`src/rtl/rr_onehot_arbiter.sv`:
```
// rr_onehot_arbiter
// Registered round-robin arbiter that drives the select of a one-hot data mux.
// A grant is held stable under a valid/ready handshake until it is accepted
// or flushed. After an accept, the requester just served gets the lowest
// priority. The grant bus is always either all-zero or exactly one-hot.

module rr_onehot_arbiter #(
    parameter int REQ_NUM = 16,
    parameter int IDX_W   = (REQ_NUM > 1) ? $clog2(REQ_NUM) : 1
) (
    input  logic               clock,
    input  logic               reset,
    input  logic [REQ_NUM-1:0] req,
    input  logic               flush,
    input  logic               grant_ready,
    output logic               grant_valid,
    output logic [REQ_NUM-1:0] grant_onehot,
    output logic [IDX_W-1:0]   grant_idx
);

    typedef enum logic {
        IDLE = 1'b0,
        HOLD = 1'b1
    } state_t;

    state_t             state_q, state_d;
    logic [IDX_W-1:0]   ptr_q, ptr_d;
    logic [REQ_NUM-1:0] onehot_q, onehot_d;
    logic [IDX_W-1:0]   idx_q, idx_d;

    logic               accept;
    logic [IDX_W-1:0]   idx_inc;
    logic [IDX_W-1:0]   arb_ptr;
    logic               win_found;
    logic [IDX_W-1:0]   win_idx;
    logic               load_grant;

    // The handshake can only complete while a grant is actually presented.
    assign accept = (state_q == HOLD) && grant_ready;

    // Successor of the current grant index. The explicit wrap supports
    // REQ_NUM values that are not a power of two.
    assign idx_inc = (idx_q == IDX_W'(REQ_NUM - 1)) ? '0 : idx_q + 1'b1;

    // On an accept, re-arbitrate in the same cycle from the advanced pointer.
    // Without this, the requester just served could win again straight away.
    assign arb_ptr = accept ? idx_inc : ptr_q;

    // Find the first set request, scanning from arb_ptr upward with wrap.
    always_comb begin
        int pos;
        // NOTE: every variable assigned here gets a default first, so no
        // path leaves it unassigned and no latch is inferred.
        win_found = 1'b0;
        win_idx   = '0;
        pos       = 0;
        for (int i = 0; i < REQ_NUM; i++) begin
            pos = int'(arb_ptr) + i;
            if (pos >= REQ_NUM) begin
                pos = pos - REQ_NUM;
            end
            if (!win_found && req[pos[IDX_W-1:0]]) begin
                win_found = 1'b1;
                win_idx   = pos[IDX_W-1:0];
            end
        end
    end

    // Next-state logic: IDLE <-> HOLD, with flush dominating any new grant.
    always_comb begin
        state_d = state_q;
        unique case (state_q)
            IDLE: begin
                if (win_found && !flush) begin
                    state_d = HOLD;
                end
            end
            HOLD: begin
                if (flush) begin
                    state_d = IDLE;
                end else if (accept) begin
                    state_d = win_found ? HOLD : IDLE;
                end
            end
            default: state_d = IDLE;
        endcase
    end

    // Next grant registers and pointer. A grant is loaded on entry to HOLD
    // and on an accept that stays in HOLD. Otherwise HOLD freezes the grant
    // and IDLE clears it.
    always_comb begin
        ptr_d      = ptr_q;
        onehot_d   = onehot_q;
        idx_d      = idx_q;
        load_grant = (state_d == HOLD) && ((state_q == IDLE) || accept);

        if (accept) begin
            ptr_d = idx_inc;
        end

        if (load_grant) begin
            onehot_d          = '0;
            onehot_d[win_idx] = 1'b1;
            idx_d             = win_idx;
        end else if (state_d == IDLE) begin
            onehot_d = '0;
            idx_d    = '0;
        end
    end

    // State, pointer and grant registers. Reset is synchronous and wins
    // over every other input.
    always_ff @(posedge clock) begin
        // NOTE: sequential state uses non-blocking assignments, so all
        // registers update together from values sampled before the edge.
        if (reset) begin
            state_q  <= IDLE;
            ptr_q    <= '0;
            onehot_q <= '0;
            idx_q    <= '0;
        end else begin
            state_q  <= state_d;
            ptr_q    <= ptr_d;
            onehot_q <= onehot_d;
            idx_q    <= idx_d;
        end
    end

    // All outputs come straight from registers.
    assign grant_valid  = (state_q == HOLD);
    assign grant_onehot = onehot_q;
    assign grant_idx    = idx_q;

endmodule
```
`config.mk`:
```
export PLATFORM = sky130hd
export DESIGN_NAME = rr_onehot_arbiter
export DESIGN_NICKNAME = d
export VERILOG_FILES = /design/src/rtl/rr_onehot_arbiter.sv
export SDC_FILE = /design/constraint.sdc
export NUM_CORES = 1
export LEC_CHECK = 0
export CAP_MARGIN = 15
export CORE_ASPECT_RATIO = 1.25
export CORE_MARGIN = 2
export CORE_UTILIZATION = 60
export CTS_CLUSTER_DIAMETER = 50
export DETAILED_ROUTE_END_ITERATION = 6
export PLACE_DENSITY = 0.87
export SLEW_MARGIN = 40
export SYNTH_ARGS = -nofsm -noshare
export SYNTH_HDL_FRONTEND = slang
export SYNTH_SLANG_ARGS = --single-unit
```
`constraint.sdc`:
```
create_clock -name clock -period 15.7 [get_ports clock]
set_input_delay 4.71 -clock clock [delete_from_list [all_inputs] [get_ports clock]]
set_output_delay 4.71 -clock clock [all_outputs]
set_load 0.05 [all_outputs]
```
Yosys cells after proc, flatten, opt, wreduce, memory -nomap -nowiden
Cells that the tools add are included.
- flip-flop bits (word level): 25
- add/subtract/negate cells: 32
- $lt $le $gt $ge: 34
- equal/unequal tests: 2
- mux-type cells: 93
- bitwise logic cells: 1
- reductions and logical operators: 36
- operators by type and width (cell ; count):
    $mux W4 ; 36
    $lt A4 B5 Y1 const B ; 17
    $ge A5 B5 Y1 const B ; 15
    $bmux W1 S4 ; 16
    $sub A4 B1 Y4 const B ; 16
    $add A4 B4 Y5 const B ; 8
    $mux W1 ; 37
    $mux W16 ; 2
    $add A4 B3 Y5 const B ; 4
    $logic_and A1 B1 Y1 ; 19
    $logic_not A1 Y1 ; 16
    $add A4 B2 Y5 const B ; 2
    $add A4 B1 Y5 const B ; 1
    $ge A4 B5 Y1 const B ; 1
    $add A4 B1 Y4 const B ; 1
    $demux W1 S4 ; 1
    $eq A4 B4 Y1 const B ; 1
    $ge A4 B1 Y1 const B ; 1
    $ne A2 B1 Y1 const B ; 1
    $pmux W1 S2 ; 1
    $logic_or A1 B1 Y1 ; 1
    $not A1 Y1 ; 1

Depth between registers and ports, before layout
- depth in word-level cells: 59
- mapped depth: 20
- gate-level depth less buffers: 14

Least setup slack after synthesis
OpenSTA, ideal clock, no wires.
- path kind: in2reg
- start point: input grant_ready
- end point: register onehot_q[14] (netlist: grant_onehot[14])
- setup time: 0.101 ns
- arrival: 9.265 ns
- path slack: 6.334 ns
- stages on the path: 18
- cells stage by stage: buf_2 nand2_1 mux2i_1 inv_1 clkbuf_1 clkbuf_1 ha_1 clkbuf_1 inv_1 clkbuf_1 mux4_2 mux2_2 nand4_1 a211o_1 or4_4 or3_4 a31o_4 o41ai_1
- cells in the longest elaborated chain, start to end: 58
- ends and longest elaborated chain (item ; RTL line ; RTL):
    from (decl) ; 15 ; input logic grant_ready,
    $logic_and A1 B1 Y1 * ; 39 ; assign accept = (state_q == HOLD) && grant_ready;
    $mux W4 * ; - ;
    named net arb_ptr[1] ; 33 ; logic [IDX_W-1:0] arb_ptr;
    branches (longest 56 deep; another with $add A4 B1 Y5) ; - ;
    to (signal assigned) ; 125 ; onehot_q <= onehot_d;
    to (decl) ; 28 ; logic [REQ_NUM-1:0] onehot_q, onehot_d;
Mark *: on every way through the listed nets, which the timed path passes. The select of a mux whose other input is x is not followed.
A chain may end at the register's enable or synchronous reset.

Final worst setup path
- start point: input grant_ready
- end point: register onehot_q[11] (netlist: grant_onehot[11])
- cells in the longest elaborated chain, start to end: 58
- ends and longest elaborated chain (item ; RTL line):
    $logic_and A1 B1 Y1 * ; 39
    branches (longest 57 deep; another with $add A4 B1 Y5) ; -
Mark *: on every way between the ends. The select of a mux whose other input is x is not followed.

==> summary.md <==
| Metric | Value |
|---|---|
| Status | complete, no violations |
| Startpoint of the worst hold path | grant_onehot[1]$_SDFFE_PP0P_ |
| Core Rows | 31 |
| Post-CTS Repair Setup Buffers | 0 |
| CTS tree | yes |
| Initial antenna violation count | 0 |
| YS warnings | 0 |
| Slew @ Worst Pin | 0.819 ns |
| Slew Limit Fails | 0 |
| DRC viols | 0 |
| Total GRT Usage | 38.4% |
| CTS clock-pin slew for the worst setup and hold paths | 0.09 ns |
| Die H | 90.6 um |
| First-pass GRT wire length | 19.9 mm |
| Clock root buffer | clkbuf_8 |
| H-tree depth | 1 |
| CP max FO | 23 |
| I/O Buffers | 40 |
| Post_cts resized | 0 |
| Path depth of the worst reg2reg path | 14 |
| # IOs | 41 |
| Most frequent cell after synthesis | nand2_1 |
| Number of vias in the routed layout | 3999 |
| Post-cts hold buffer count | 0 |
| EDFF count, synth | 0 |
| Width of the chip | 73.3 um |
| Proportion of netlist area held by the largest area contributor | 13.9% |
| Reg2Reg Setup Slack | 9.99 ns |
| Leak | 1.49 nW |
| Ranking of synthesized cells by area | dfxtp_1 14%, mux2i_1 11%, mux4_2 8.1%, nand2_1 4.3%, o41ai_1 3.9% |
| Post-synth top flop | dfxtp_1 |
| Fraction of layout cells with a size suffix above 1 | 12.7% |
| CTS sink cnt | 25 |
| Post-synthesis mux area share | 23.6% |
| Per-cell routed wire length | 24.4 um |
| Adder-Cell Fraction of Synth Area | 0.695% |
| Clock Latency Late Sink | 0.27 ns |
| Avg Cell Area, Syn | 8.28 sq um |
| HPWL Detailed | 9.57 mm |
| Hold-critical path depth | 2 |
| Total Nets Final | 480 |
| Largest family of logic cells by synthesized area | compound AO/OA/AOI/OAI gates |
| Antenna Nets Post-Route | 0 |
| Post-Synthesis Cells | 435 |
| Initial DRC count | 630 |
| Initial Util | 62.3% |
| Detailed Route WL | 12.8 mm |
| Fmax | 0.0985 GHz |
| VDD IR max | 0.0792 mV |
| Power Density | 88.2 nW/um^2 |
| Area Overhead vs Synth | 11.3% |
| TNS Setup | 0 ns |
| Setup-failing EPs final | 0 |
| Max-Cap Viols | 0 |
| Worst slew margin | 45.0% |
| Worst setup path startpoint | grant_ready |
| Core area | 5780 sq um |
| Number of global-route vias before repair | 3740 |
| Min Tclk post-route | 10.16 ns |
| DRT Pass-1 Iters | 7 |
| WP data required | 15.86 ns |
| Simple-Gate Fraction of Synth Area | 18.3% |
| Clock skew | 0.00424 ns |
| Bufs on Longest Clock Path | 2 |
| Die Area | 6640 sq um |
| Synth Area in Compound Gates | 34.5% |
| Synth area leader | dfxtp_1 |
| Antenna diode count | 0 |
| Post-synthesis xor/xnor area fraction | 3.30% |
| Gp weighted congestion | 0.985 |
| Crit share post-route | 64.7% |
| RR Endpoint | grant_onehot[11]$_SDFFE_PP0P_ |
| Worst reg2reg startpoint | grant_idx[0]$_SDFFE_PP0P_ |
| Critical path arrival | 10.31 ns |
| Netlist cell types | 84 |
| Element type at the critical path start | input pin |
| Total power | 0.354 mW |
| Synthesized area | 3600 sq um |
| Congestion Overflow GR | 0 |
| Largest net degree at the start of global routing | 29 |
| Async set-reset flop share out of synthesis | 0% |
| Sequential area share after synthesis | 13.9% |
| Num CTS Buffers | 3 |
| RSZ-0062 raised after global routing | false |
| Crit. End Element | flop |
| Avg Vias per Cell | 7.65 |
| Commonest cells in the netlist | 41 x nand2_1, 39 x mux2i_1, 27 x nor2_1 |
| Synth Register Bits | 25 |
| Crit Path Category | input pin to flop |
| Min-delay worst type | flop to flop |
| Syn Nets | 457 |
| Sink of the worst hold path | grant_onehot[1]$_SDFFE_PP0P_ |
| Hold Vio Cnt, Final | 0 |
-- where the power goes --
part           switching, mW  total (mW)  internal [mW]  leakage (nW)
Sequential           0.00380      0.0706         0.0668         0.203
Clock                 0.0214      0.0394         0.0180        0.0217
Combinational          0.157       0.244         0.0863          1.26
Total                  0.182       0.354          0.171          1.49
-- layer usage --
| metal | GRT usage, % | vias to the layer above | share of wire (%) |
|---|---|---|---|
| met1 | 48.3 | 1875 | 37 |
| li1 | - | 1788 | - |
| met2 | 65.5 | 281 | 49 |
| met4 | 16.7 | 0 | 5.1 |
| met3 | 3.46 | 55 | 8.8 |
| met5 | 0 | - | 0 |
-- flip-flops by register name, summed over array words and instances, names as in the netlist --
signal and cells:
grant_idx 4, grant_valid 1, grant_onehot 16, ptr_q 4
-- placed cells by master, fill, tap and decap left out, types with 3 or more instances in the layout --
cell / Yosys / routed
a211o_1: 4 / 4
a211oi_1: 11 / 11
a21o_1: 5 / 5
a21oi_1: 21 / 21
a22oi_1: 4 / 4
a2bb2oi_1: 3 / 3
a311oi_1: 4 / 4
a31o_2: 3 / 3
a31oi_1: 7 / 7
and2_1: 8 / 8
and3_1: 4 / 4
buf_4: 2 / 5
clkbuf_8: 0 / 3
clkdlybuf4s50_1: 0 / 40
dfxtp_1: 25 / 25
inv_1: 10 / 10
mux2_2: 12 / 12
mux2i_1: 39 / 39
mux4_2: 13 / 13
nand2_1: 41 / 41
nand2b_1: 3 / 3
nand3_1: 8 / 8
nand4_1: 4 / 4
nor2_1: 27 / 27
nor2b_1: 6 / 6
nor3_1: 8 / 8
o211a_1: 5 / 5
o211ai_1: 8 / 8
o21a_1: 3 / 3
o21ai_0: 21 / 21
o21ai_1: 3 / 3
o221ai_1: 3 / 3
o22ai_1: 5 / 5
o31ai_1: 4 / 4
o41ai_1: 16 / 16
or2_2: 3 / 3
or3_1: 4 / 4
xnor2_1: 7 / 7
xnor2_2: 3 / 3
-- cell families after synthesis --
group,count (synthesis)
AOI/OAI and AO/OA,163
DFF,25
adders and majority gates,2
xor gates and xnor gates,11
buffers and inverters,38
muxes,66
and+or+nand+nor,130
-- critical path: stages --
cell	delay (ns)
clkdlybuf4s50_1	0.60
nand2_1	0.20
mux2i_1	0.19
buf_4	0.27
inv_1	0.40
ha_1	0.73
inv_1	0.33
mux4_2	0.42
nor3_1	0.05
a21oi_1	0.32
nand4_1	0.43
or4_4	0.69
o221ai_1	0.29
o21ai_2	0.21
o41ai_1	0.44
-- how the worst max path moves through the flow --
stage,endpoint,slack (ns)
after floorplan,grant_onehot[14]$_SDFFE_PP0P_,6.33
after global placement,grant_onehot[12]$_SDFFE_PP0P_,5.62
after detailed placement,grant_onehot[12]$_SDFFE_PP0P_,5.37
after global routing,grant_onehot[11]$_SDFFE_PP0P_,5.15
after CTS,grant_onehot[12]$_SDFFE_PP0P_,5.65
final,grant_onehot[11]$_SDFFE_PP0P_,5.54
-- final cells by class --
cell class	instances	area, sq um
Sequential cell	25	500
Multi-Input combinational cell	372	2890
Clock buffer	3	41.3
Tap cell	66	82.6
Timing Repair Buffer	45	438
Clock inverter	1	7.51
Fill cell	469	1770
Inverter	11	46.3
-- stage by stage --
stage	utilization, %	cell area (sq um)	hold WS (ns)	std cells	setup WS (ns)
floorplan	-	3600	0.668	435	6.33
global placement	68.5	3960	0.435	519	5.62
detailed placement	68.5	3960	0.434	519	5.37
CTS	69.4	4010	0.461	523	5.65
global route	69.4	4010	0.498	523	5.15
finish	69.4	4010	0.465	523	5.54
(Power assumes the default switching activity.)
